## src/rtl/dual_port_ram.sv

```systemverilog
// Simple dual-port RAM (one write, one read port) with byte enables, an automatic clear after reset,
// and a selectable same-address collision rule. Define DPRAM_OUTREG_EN to add an output register (read latency 2).
module dual_port_ram #(
    parameter int WIDTH          = 8,
    parameter int DEPTH          = 4,
    parameter int COLLISION_MODE = 0
) (
    input  logic                 clk,
    input  logic                 rst,
    input  logic                 wr_en,
    input  logic [DEPTH-1:0]     wr_addr,
    input  logic [WIDTH-1:0]     wr_data,
    input  logic [WIDTH/8-1:0]   wr_be,
    input  logic                 rd_en,
    input  logic [DEPTH-1:0]     rd_addr,
    output logic [WIDTH-1:0]     rd_data,
    output logic                 rd_valid,
    output logic                 init_busy
);
    localparam int NBYTES = WIDTH / 8;
    localparam int WORDS  = 2 ** DEPTH;
    localparam logic [DEPTH-1:0] LAST_ADDR = '1;

    typedef enum logic {CLEAR, RUN} state_t;

    state_t            state_reg, state_next;
    logic [DEPTH-1:0]  clr_cnt_reg, clr_cnt_next;

    logic [WIDTH-1:0]  mem [WORDS];

    logic              mem_we;
    logic [DEPTH-1:0]  mem_addr;
    logic [WIDTH-1:0]  mem_din;
    logic [NBYTES-1:0] mem_be;

    logic              wr_fire;
    logic              rd_fire;
    logic [NBYTES-1:0] bypass;
    logic [WIDTH-1:0]  rd_word;

    logic [WIDTH-1:0]  rd_q_reg;
    logic              rd_q_valid_reg;

    always_ff @(posedge clk or posedge rst) begin
        if (rst) begin
            state_reg   <= CLEAR;
            clr_cnt_reg <= '0;
        end else begin
            state_reg   <= state_next;
            clr_cnt_reg <= clr_cnt_next;
        end
    end

    always_comb begin
        state_next   = state_reg;
        clr_cnt_next = clr_cnt_reg;
        case (state_reg)
            CLEAR: begin
                clr_cnt_next = clr_cnt_reg + 1'b1;
                if (clr_cnt_reg == LAST_ADDR) begin
                    state_next = RUN;
                end
            end
            RUN: begin
                clr_cnt_next = '0;
            end
            default: begin
                state_next   = CLEAR;
                clr_cnt_next = '0;
            end
        endcase
    end

    assign init_busy = rst || (state_reg == CLEAR);
    assign wr_fire   = wr_en && (state_reg == RUN);
    assign rd_fire   = rd_en && (state_reg == RUN);

    // The single write port is shared between the clear sweep and user writes.
    always_comb begin
        mem_we   = 1'b0;
        mem_addr = wr_addr;
        mem_din  = wr_data;
        mem_be   = wr_be;
        if (state_reg == CLEAR) begin
            mem_we   = !rst;
            mem_addr = clr_cnt_reg;
            mem_din  = '0;
            mem_be   = '1;
        end else begin
            mem_we   = wr_fire;
        end
    end

    always_ff @(posedge clk) begin
        if (mem_we) begin
            for (int b = 0; b < NBYTES; b++) begin
                if (mem_be[b]) begin
                    mem[mem_addr][8*b +: 8] <= mem_din[8*b +: 8];
                end
            end
        end
    end

    // Write-first forwards the enabled bytes of a same-address write into the read result.
    genvar gi;
    generate
        for (gi = 0; gi < NBYTES; gi++) begin : g_byte
            assign bypass[gi] = (COLLISION_MODE == 1) && wr_fire && (wr_addr == rd_addr) && wr_be[gi];
            assign rd_word[8*gi +: 8] = bypass[gi] ? wr_data[8*gi +: 8] : mem[rd_addr][8*gi +: 8];
        end
    endgenerate

    always_ff @(posedge clk or posedge rst) begin
        if (rst) begin
            rd_q_reg       <= '0;
            rd_q_valid_reg <= 1'b0;
        end else begin
            rd_q_valid_reg <= rd_fire;
            if (rd_fire) begin
                rd_q_reg <= rd_word;
            end
        end
    end

`ifdef DPRAM_OUTREG_EN
    logic [WIDTH-1:0] out_reg;
    logic             out_valid_reg;

    always_ff @(posedge clk or posedge rst) begin
        if (rst) begin
            out_reg       <= '0;
            out_valid_reg <= 1'b0;
        end else begin
            out_valid_reg <= rd_q_valid_reg;
            if (rd_q_valid_reg) begin
                out_reg <= rd_q_reg;
            end
        end
    end

    assign rd_data  = out_reg;
    assign rd_valid = out_valid_reg;
`else
    assign rd_data  = rd_q_reg;
    assign rd_valid = rd_q_valid_reg;
`endif

endmodule

```

## config.mk

```make
export PLATFORM = sky130hd
export DESIGN_NAME = dual_port_ram
export DESIGN_NICKNAME = d
export VERILOG_FILES = /design/src/rtl/dual_port_ram.sv
export SDC_FILE = /design/constraint.sdc
export NUM_CORES = 1
export LEC_CHECK = 0
export CAP_MARGIN = 10
export CORE_MARGIN = 4
export CORE_UTILIZATION = 47
export DETAILED_ROUTE_END_ITERATION = 7
export GPL_TIMING_DRIVEN = 0
export PLACE_DENSITY = 0.65
export RECOVER_POWER = 100
export SETUP_SLACK_MARGIN = 0.4
export SYNTH_ARGS = -nofsm -noshare
export SYNTH_HDL_FRONTEND = slang
export SYNTH_SLANG_ARGS = --single-unit
```

## constraint.sdc

```tcl
create_clock -name clk -period 3 [get_ports clk]
set_input_delay 0.45 -clock clk [delete_from_list [all_inputs] [get_ports clk]]
set_output_delay 0.45 -clock clk [all_outputs]
set_load 0.02 [all_outputs]
```

### Yosys cells after proc, flatten, opt, wreduce, memory -nomap -nowiden

Memory sizes are Yosys's and may differ from the RTL's. A register that Yosys moved wholly into a read port is not among the register bits.
Index checks and enable logic that the tools add are counted.

| storage, ports and cells | value |
|---|---|
| bits in registers | 6 |
| RAM bits | 128 |
| bits of input ports | 21 |
| word-level logic and storage cells | 21 |
| memories | 1 |

Memory list:

| memory | words | width | read ports | clocked after memory_dff | write ports | RTL line | text |
|---|---|---|---|---|---|---|---|
| mem | 16 | 8 | 1 | 1 | 1 | 29 | `logic [WIDTH-1:0] mem [WORDS];` |

| cells by class | value |
|---|---|
| add/sub/neg operators | 1 |
| eq/ne operators | 1 |
| muxes and demuxes | 10 |
| bitwise logic cells | 1 |
| reductions and logical operators | 4 |

Operator list:

| operator | number |
|---|---|
| $mux 8 | 1 |
| $pmux 4 s2 | 1 |
| $mux 1 | 7 |
| $add 4x1->4 const B | 1 |
| $eq 4x4->1 const B | 1 |
| $mux 4 | 1 |
| $logic_and 1x1->1 | 2 |
| $logic_not 1->1 | 1 |
| $logic_or 1x1->1 | 1 |
| $not 1->1 | 1 |

### Depth between registers and ports, before layout

Gate-level depths: netlist of run 1.

| logic depth | value |
|---|---|
| word-level depth | 4 |
| depth in mapped cells | 6 |
| gate-level depth less buffers | 4 |

### Worst setup path after synthesis of run 1

OpenSTA, ideal clock, no wires.

| timing | value |
|---|---|
| path type | flip-flop to flip-flop |
| from | reg state_reg |
| to | mem mem[0][0] (enable) |
| arrival time | 1.334 ns |
| slack | 1.296 ns |
| cell stages (with the launch flop) | 6 |
| clock period less this slack | 1.704 ns |
| cell sequence | dfrtp_1 -> buf_4 -> buf_2 -> nor3_1 -> a21oi_1 -> nor2_1 |

| on the way | value |
|---|---|
| cells in the longest elaborated chain, start to end | 4 |

RTL lines:

| what | RTL line | text |
|---|---|---|
| from (decl) | 26 | `state_t state_reg, state_next;` |
| from (signal assigned) | 49 | `state_reg <= state_next;` |
| $mux 1 / $logic_and 1x1->1 (equally long branches) | 84, 75 |  |
| $mux 1 (on tied branches) | 97, 84 |  |
| $mux 1 | 95 | `if (mem_we) begin` |
| $mux 1 (not written as such) | 98 | `mem[mem_addr][8*b +: 8] <= mem_din[8*b +: 8];` |
| to (decl) | 29 |  |

Parallel ways exist; a longest one is shown, timed or not.

### Final worst setup path of run 1

| timing | value |
|---|---|
| from | reg state_reg |
| to | out init_busy |

| on the way | value |
|---|---|
| cells in the longest elaborated chain, start to end | 2 |

RTL lines:

| what | RTL line | text |
|---|---|---|
| $not 1->1 | n/a |  |
| $logic_or 1x1->1 | 74 | `assign init_busy = rst \|\| (state_reg == CLEAR);` |
| to (decl) | 18 | `output logic init_busy` |

No other way between the ends.

==> out/results.ini, run 1 <==
[outcome]
status = finished, final reports clean

[synth]
synth_top_area_cell = edfxtp_1
yosysMostFrequentCell = edfxtp_1
synth_top_area_share_pct = 67.13
synth-edff-count = 128
synth_fp_nets = 388
yosys-top-cells-area = edfxtp_1 67%, mux2i_1 11%, dfrtp_1 6.1%, a22oi_1 2.4%, nand2_1 2.4%
netlist_instances = 366
ys.warnings.count = 0
synth_cell_types = 32
ys_async_sr_fraction_pct = 9.859
yosys-top-cells-count = 128 x edfxtp_1, 65 x mux2i_1, 36 x nand2_1
syn_area_per_cell_um2 = 15.64
ys_ff_latch = 142
ys.flop_type = edfxtp_1
ys_seq_area_share_pct = 73.25
netlist_area_um2 = 5725

[timing]
period_share_pct = 84.72
setup-tns-final_ns = 0
worst_slew_pin_slew_ns = 1.046
slew-limit-headroom_pct = 30.20
final_max_slew_viol_count = 0
fin_crit_ns = 2.542
fmax_mhz = 393.5
fin_skew_ns = 0.005794
finalHoldViolCount = 0
finalSetupViolCount = 0
rsz0062_at_grt = false

[finish]
drive_above_1_share_pct = 11.21
diodes = 0
instances_no_fill = 575
synthToLayoutAreaGrowth_pct = 18.49
finalNetCount = 438
fin_util_pct = 56.72
fillCellCount = 953
largest_reg_flops = 128

[worst_hold_path]
min_path_cells = 2
hold_path.class = reg2reg

[power_and_ir_drop]
peakVddDrop_v = 0.0003663
p_leak_nw = 2.449
p_per_area_nw_per_um2 = 665.1

[global_routing]
grt_antenna_before_repair = 0
gr-total-overflow = 0
grt_pass1_wl_mm = 19.30
grt_max_degree = 17
grt_pass1_vias = 3360
grt_util_all_layers_pct = 18.65

[clock_network]
cts_tree = done
cts_buffers = 17
h-tree-depth = 4
clk_latency_ns = 0.41
clock_tree.root_cell = clkbuf_16
ctsLongestPathBuffers = 2
clock-sinks = 142
path_clk_slew_ns = 0.05

[detailed_routing]
drc = 0
first_pass_iters = 5
wl_per_cell_um = 21.60
detail_route.iter0.violations = 344
vias = 3274
wirelength_mm = 12.42
viasPerCell = 5.694
postRouteAntennaNets = 0

[critical_path]
critPathKind = reg2out
cp_max_fo = 10
reg2reg_depth = 4
worst_setup_path_end_kind = primary output
critPathArrivalTime_ns = 2.09
start_kind = register
cp.required_ns = 2.55

[die]
row_count = 40
die_w_um = 118.4
die_y_um = 118.4
die_area_um2 = 14010
ioPinCount = 31
start_util_pct = 47.87
core_region_area_um2 = 11960

[place]
dp_hpwl_mm = 8.072
numPlacedInstances = 542
gp_congestion = 0.8054
portBuffers = 29

[flow_run]
cap_violations = 0

[cell families after synthesis]
| group | share of synthesized area (%) |
|---|---|
| adders and majority gates | 0.2185 |
| xor gates and xnor gates | 0.3060 |
| and+or+nand+nor | 8.086 |
| AOI/OAI and AO/OA | 3.955 |
| DFF | 73.25 |
| muxes | 11.56 |
| buffers and inverters | 2.622 |
[layout by cell type, fill, tap and decap left out, drive strengths merged]
cell type / netlist / final
a21oi: 9 / 9
a22oi: 18 / 18
a31o: 1 / 1
a31oi: 1 / 1
a32oi: 1 / 1
and2: 9 / 9
buf: 17 / 15
bufinv: 0 / 3
clkbuf: 0 / 22
clkdlybuf4s50: 0 / 19
clkinv: 0 / 6
clkinvlp: 0 / 5
dfrtp: 14 / 14
dlygate4sd3: 0 / 10
edfxtp: 128 / 128
ha: 1 / 1
inv: 4 / 3
mux2: 1 / 1
mux2i: 65 / 65
nand2: 36 / 36
nand2b: 1 / 1
nand3: 20 / 20
nand4: 7 / 7
nand4b: 1 / 1
nor2: 23 / 23
nor2b: 3 / 3
nor3: 1 / 1
o21ai: 1 / 1
o31ai: 1 / 1
o32a: 1 / 1
xnor2: 1 / 1
xor2: 1 / 1
[area by class of cell]
cell class / instances / area (um^2) / share of cell area, %
multi-input combinational: 203 / 1379 / 20.32
inverter: 4 / 16.27 / 0.2398
sequential: 142 / 4194 / 61.82
tap: 147 / 183.9 / 2.711
clock buffer: 18 / 429.2 / 6.326
clock inverter: 13 / 148.9 / 2.195
timing repair buffer: 31 / 297.8 / 4.390
buffer: 17 / 135.1 / 1.992
[critical path, stage by stage, from the launching register on]
cell and delay (ns):
dfrtp_1 0.33, buf_4 0.17, clkbuf_1 0.32, clkbuf_2 0.26
nand2_1 0.07, clkdlybuf4s50_1 0.54
[stage by stage]
stage	setup WS (ns)	area, um^2	hold slack (ns)	total power [mW]
3_3_place_gp	0.4291	6200	0.4737	2.507
3_5_place_dp	0.4132	6200	0.4701	2.512
6_report	0.4584	6784	0.4775	4.512
2_1_floorplan	1.296	5725	0.3474	2.384
4_1_cts	0.4074	6778	0.4823	4.540
5_1_grt	0.2771	6784	0.5131	4.635
[where the power goes]
part	switching, mW	internal (mW)	total (mW)
Clock	0.758	1.29	2.05
Combinational	0.168	0.107	0.274
Sequential	0.0102	2.18	2.19
[path summary, 6_finish.rpt]
kind	startpoint	end	slack [ns]
worst min register to register	rd_data[3]	rd_data[3]	0.48
worst min-delay path	rd_data[3]	rd_data[3]	0.48
worst max-delay path	state_reg	init_busy	0.46
max in group asynchronous	rst	clr_cnt_reg[2]	1.88
worst max register to register	state_reg	mem[12][4]	0.73
min in group asynchronous	rst	rd_data[6]	0.68
[timing repair]
action	in CTS	in global routing
hold buffers	0	0
gates resized for setup	0	2
endpoints found under the setup margin	0	1
buffers inserted	0	2
hold endpoints to repair	0	0
[layer usage]
layer  global-route usage [%]  routed length [um]  vias up
li1                         -                   -     1498
met1                    26.57                5556     1636
met2                    28.05                5800      127
met3                    4.976                 852       13
met4                    6.083                 208        0
met5                        0                   0        -
Power figures use the tool's default switching activity.
==> inputs of run 2 (changes only) <==
==> constraint.sdc (replaced) <==
create_clock -name clk -period 2.4 [get_ports clk]
set_input_delay 0.36 -clock clk [delete_from_list [all_inputs] [get_ports clk]]
set_output_delay 0.36 -clock clk [all_outputs]
set_load 0.02 [all_outputs]
==> out/results.ini, run 2 (synthesis gave the netlist of run 1 again) <==
[critical_path]
cp.required_ns = 2.43
reg2reg_depth = 4
critPathArrivalTime_ns = 2.18
crit_path_top_delay_cell = nor2_1
start_kind = register
path_cells = buf_4 > o31ai_1 > nand2_1 > nor2_1
cp_max_fo = 10
max_stage_delay_ns = 0.68
worst_setup_path_end_kind = register
critPathKind = reg2reg

[global_routing]
grt_use_met1_pct = 26.77
grt_pass1_wl_mm = 19.34
grt_pass1_vias = 3368
grt_util_all_layers_pct = 18.67
grt_max_degree = 17
grtUsageMet3_pct = 4.833
grtUsageMet2_pct = 28.01
gr-total-overflow = 0
grt_antenna_before_repair = 0
grt.busiest_layer = met2

[worst_hold_path]
hold_path.class = reg2reg
min_path_cells = 2

[power_and_ir_drop]
p_switching_mw = 1.174
peakVddDrop_v = 0.0004501
p_leak_nw = 2.448
p_per_area_nw_per_um2 = 830.4
sw_frac_of_total_pct = 20.81
total_power_mw = 5.642
seq_power_share_pct = 48.5
p_comb_share_pct = 6.1
p_int_mw = 4.468
p_clk_share_pct = 45.4

[clock_network]
cts_hold_buf = 0
ctsLongestPathBuffers = 2
clock_tree.root_cell = clkbuf_16
cts_tree = done
path_clk_slew_ns = 0.05
h-tree-depth = 4
clk_latency_ns = 0.41
clock-sinks = 142
cts_buffers = 17

[detailed_routing]
drc = 0
wirelength_mm = 12.50
vias = 3228
viasPerCell = 5.624
wl_per_cell_um = 21.78
postRouteAntennaNets = 0
detail_route.iter0.violations = 323
first_pass_iters = 4

[finish]
finalNetCount = 437
drive_above_1_share_pct = 11.71
diodes = 0
synthToLayoutAreaGrowth_pct = 18.66
largest_reg_flops = 128
fin_util_pct = 56.80
layout_common_cells = 128 x edfxtp_1, 65 x mux2i_1, 36 x nand2_1, 21 x nor2_1, 20 x nand3_1
final_common_cell = edfxtp_1
finalInstanceArea_um2 = 6794

[die]
die_area_um2 = 14010
die_y_um = 118.4
ioPinCount = 31
core_region_area_um2 = 11960
start_util_pct = 47.87
die_w_um = 118.4
row_count = 40

[flow_run]
cap_violations = 0

[timing]
fin_crit_ns = 2.151
fin_skew_ns = 0.006516
period_share_pct = 89.62
finalHoldViolCount = 0
slew-limit-headroom_pct = 35.37
setup_ws_ns = 0.2491
rsz0062_at_grt = true
setup-tns-final_ns = 0
worst_slew_pin_slew_ns = 0.9695
fmax_mhz = 464.9
finalSetupViolCount = 0
final_max_slew_viol_count = 0

[place]
dp_hpwl_mm = 8.072
place_area_um2 = 6200
gp_congestion = 0.8054
portBuffers = 29
place_ws_ns = -0.006776

[outcome]
status = finished, final reports clean

## run 2: cell types whose count changed in the layout (fill, tap and decap cells not counted)
| cell | previous run | this run |
|---|---|---|
| and2_1 | 1 | 6 |
| and2_0 | 8 | 3 |
| clkdlybuf4s50_1 | 19 | 18 |
| clkbuf_4 | 0 | 1 |
| clkinvlp_4 | 4 | 5 |
| nor2_4 | 0 | 2 |
| clkinvlp_2 | 1 | 0 |
| nor2_1 | 23 | 21 |
| clkbuf_2 | 1 | 0 |
## run 2: worst max-delay path: cells and delay by family (launching register included)
kind | cells | cell delay [ns]
AOI/OAI and AO/OA | 1 | 0.32
buffers and inverters | 1 | 0.17
DFF | 1 | 0.37
and+or+nand+nor | 2 | 0.92
## run 2: what timing repair did
| action | 4_1_cts | 5_1_grt |
|---|---|---|
| gates resized for setup | 12 | 10 |
| setup endpoints to repair | 89 | 81 |
| hold endpoints to repair | 0 | 0 |
| setup buffers | 1 | 0 |
## run 2: per-stage QoR
stage / hold WS, ns / cells
global placement: 0.4737 / 542
global route: 0.5131 / 574
floorplan: 0.2574 / 366
detailed placement: 0.4701 / 542
CTS: 0.3958 / 574
finish: 0.4735 / 574
## run 2: final timing paths
| check | slack [ns] | to | startpoint |
|---|---|---|---|
| worst max-delay path | 0.25 | mem[5][0] | state_reg |
| worst min-delay path | 0.47 | rd_data[3] | rd_data[3] |
| worst max register to register | 0.25 | mem[5][0] | state_reg |
| worst min register to register | 0.47 | rd_data[3] | rd_data[3] |
| max in group asynchronous | 1.02 | rd_data[5] | rst |
| min in group asynchronous | 0.80 | clr_cnt_reg[1] | rst |
## run 2: routing by layer
| metal | vias to the layer above | wire, um |
|---|---|---|
| li1 | 1494 | - |
| met1 | 1627 | 5671 |
| met2 | 97 | 5914 |
| met3 | 10 | 733 |
| met4 | 0 | 180 |
| met5 | - | 0 |
## run 2: area by class of cell
cell class	instances	area (um^2)
fillers	954	5167
clock inverters	13	148.9
inverters	4	18.77
plain buffers	17	137.6
multi-input cells	203	1394
well taps	147	183.9
clock buffers	18	429.2
repair buffers	30	287.8
flip-flops and latches	142	4194
## run 2: power groups by stage
stage | registers [mW] | clock network (mW) | logic [mW]
after floorplan | 2.81 | 0 | 0.173
after global routing | 2.74 | 2.69 | 0.369
after CTS | 2.74 | 2.58 | 0.357
after detailed placement | 2.79 | 0 | 0.351
final | 2.74 | 2.56 | 0.344
after global placement | 2.79 | 0 | 0.346
==> inputs of run 3 (changes only) <==
--- a/config.mk
+++ b/config.mk
@@ -6,11 +6,13 @@
 export NUM_CORES = 1
 export LEC_CHECK = 0
 export CAP_MARGIN = 10
+export CELL_PAD_IN_SITES_DETAIL_PLACEMENT = 2
+export CELL_PAD_IN_SITES_GLOBAL_PLACEMENT = 2
 export CORE_MARGIN = 4
-export CORE_UTILIZATION = 47
+export CORE_UTILIZATION = 44
 export DETAILED_ROUTE_END_ITERATION = 7
 export GPL_TIMING_DRIVEN = 0
-export PLACE_DENSITY = 0.65
+export PLACE_DENSITY_LB_ADDON = 0.1
 export RECOVER_POWER = 100
 export SETUP_SLACK_MARGIN = 0.4
 export SYNTH_ARGS = -nofsm -noshare
==> out/results.ini, run 3 (synthesis gave the netlist of run 1 again) <==
[global_routing]
grt_pass1_vias = 3821
grt_pass1_wl_mm = 24.35
grt_antenna_before_repair = 0
grt_use_met1_pct = 30.23
grtUsageMet3_pct = 5.107
grt_util_all_layers_pct = 23.47
grt.busiest_layer = met2
grtUsageMet2_pct = 37.98
gr-total-overflow = 0
grt_max_degree = 17

[detailed_routing]
wl_per_cell_um = 26.57
first_pass_iters = 6
viasPerCell = 5.550
postRouteAntennaNets = 0
detail_route.iter0.violations = 343
vias = 3330
drc = 0
wirelength_mm = 15.94

[critical_path]
cp.required_ns = 2.45
r2r_slack_ns = 0.29
worst_setup_path_end_kind = register
critPathKind = in2reg
start_kind = input port
cp_max_fo = 8
critPathArrivalTime_ns = 2.20

[finish]
finalNetCount = 437
fillCellCount = 1164
largest_reg_flops = 128
final_common_cell = edfxtp_1
drive_above_1_share_pct = 13.32
diodes = 0
finalInstanceArea_um2 = 6879
synthToLayoutAreaGrowth_pct = 20.15
layout_common_cells = 128 x edfxtp_1, 65 x mux2i_1, 36 x nand2_1, 20 x nand3_1, 18 x a22oi_1

[power_and_ir_drop]
p_comb_share_pct = 6.3
peakVddDrop_v = 0.0005350
p_leak_nw = 2.458
p_int_mw = 4.574
sw_frac_of_total_pct = 21.36
p_per_area_nw_per_um2 = 845.5
p_switching_mw = 1.242
seq_power_share_pct = 47.1
p_clk_share_pct = 46.7

[timing]
slew-limit-headroom_pct = 21.21
fin_crit_ns = 2.150
fin_skew_ns = 0.005364
period_share_pct = 89.57
worst_slew_pin_slew_ns = 1.181
fmax_mhz = 465.2
final_max_slew_viol_count = 0
finalHoldViolCount = 0
rsz0062_at_grt = true
setup-tns-final_ns = 0
finalSetupViolCount = 0

[clock_network]
ctsLongestPathBuffers = 2
clock_tree.root_cell = clkbuf_16
cts_tree = done
cts_hold_buf = 0
path_clk_slew_ns = 0.06
clk_latency_ns = 0.42
clock-sinks = 142
h-tree-depth = 4
cts_buffers = 17

[die]
die_w_um = 122.1
die_area_um2 = 14900
row_count = 41
die_y_um = 122.1
start_util_pct = 45.19
ioPinCount = 31
core_region_area_um2 = 12670

[outcome]
status = finished, final reports clean

[place]
gp_congestion = 0.7780
dp_hpwl_mm = 10.40
place_area_um2 = 6231
portBuffers = 29

[flow_run]
cap_violations = 0

[worst_hold_path]
hold_path.class = reg2reg

run 3: power by group through the flow:
stage | Clock (mW) | Combinational, mW | Sequential (mW)
after floorplan | 0 | 0.173 | 2.81
after global placement | 0 | 0.349 | 2.79
after detailed placement | 0 | 0.366 | 2.79
after CTS | 2.75 | 0.378 | 2.74
after global routing | 2.87 | 0.391 | 2.74
final | 2.71 | 0.364 | 2.74
run 3: worst paths after layout:
check                             end  startpoint  depth (start not counted)
setup / recovery           mem[14][2]         rst                          4
hold / removal             rd_data[4]  rd_data[4]                          2
setup reg to reg            mem[5][3]   state_reg                          4
hold reg to reg            rd_data[4]  rd_data[4]                          2
max in group asynchronous  rd_data[2]         rst                          3
min in group asynchronous   state_reg         rst                          3
run 3: worst max-delay path: stages:
cell and delay, ns:
dlygate4sd3_1 0.61, o21ai_0 0.33, nand2_1 0.22, nor2_1 0.67
run 3: what timing repair did:
item                       4_1_cts  5_1_grt
cloned                           0        0
resized for setup               20        7
setup buffers                    1        0
setup endpoints to repair      209      185
run 3: stage by stage:
step / setup slack (ns) / total power, mW / cells / hold WS [ns] / util, %
2_1_floorplan: 0.6961 / 2.980 / 366 / 0.2574 / -
3_3_place_gp: 0.04430 / 3.136 / 567 / 0.4701 / 49.18
3_5_place_dp: -0.04085 / 3.156 / 567 / 0.4935 / 49.18
4_1_cts: 0.2702 / 5.870 / 600 / 0.3859 / 54.36
5_1_grt: 0.1273 / 6.005 / 600 / 0.5322 / 54.29
6_report: 0.2504 / 5.816 / 600 / 0.4989 / 54.29
run 3: routing by layer:
layer / vias up / routed length [um]
met4: 0 / 443
li1: 1491 / -
met3: 32 / 683
met1: 1706 / 6825
met2: 101 / 7991
met5: - / 0
run 3: layout make-up:
| cell class | count | area (um^2) | share of cell area (%) |
|---|---|---|---|
| clock buffer | 18 | 429.2 | 6.239 |
| buffer | 17 | 142.6 | 2.073 |
| tap | 172 | 215.2 | 3.128 |
| multi-input combinational | 203 | 1411 | 20.52 |
| sequential | 142 | 4194 | 60.97 |
| inverter | 4 | 18.77 | 0.2728 |
| timing repair buffer | 30 | 294.0 | 4.274 |
| clock inverter | 14 | 173.9 | 2.528 |
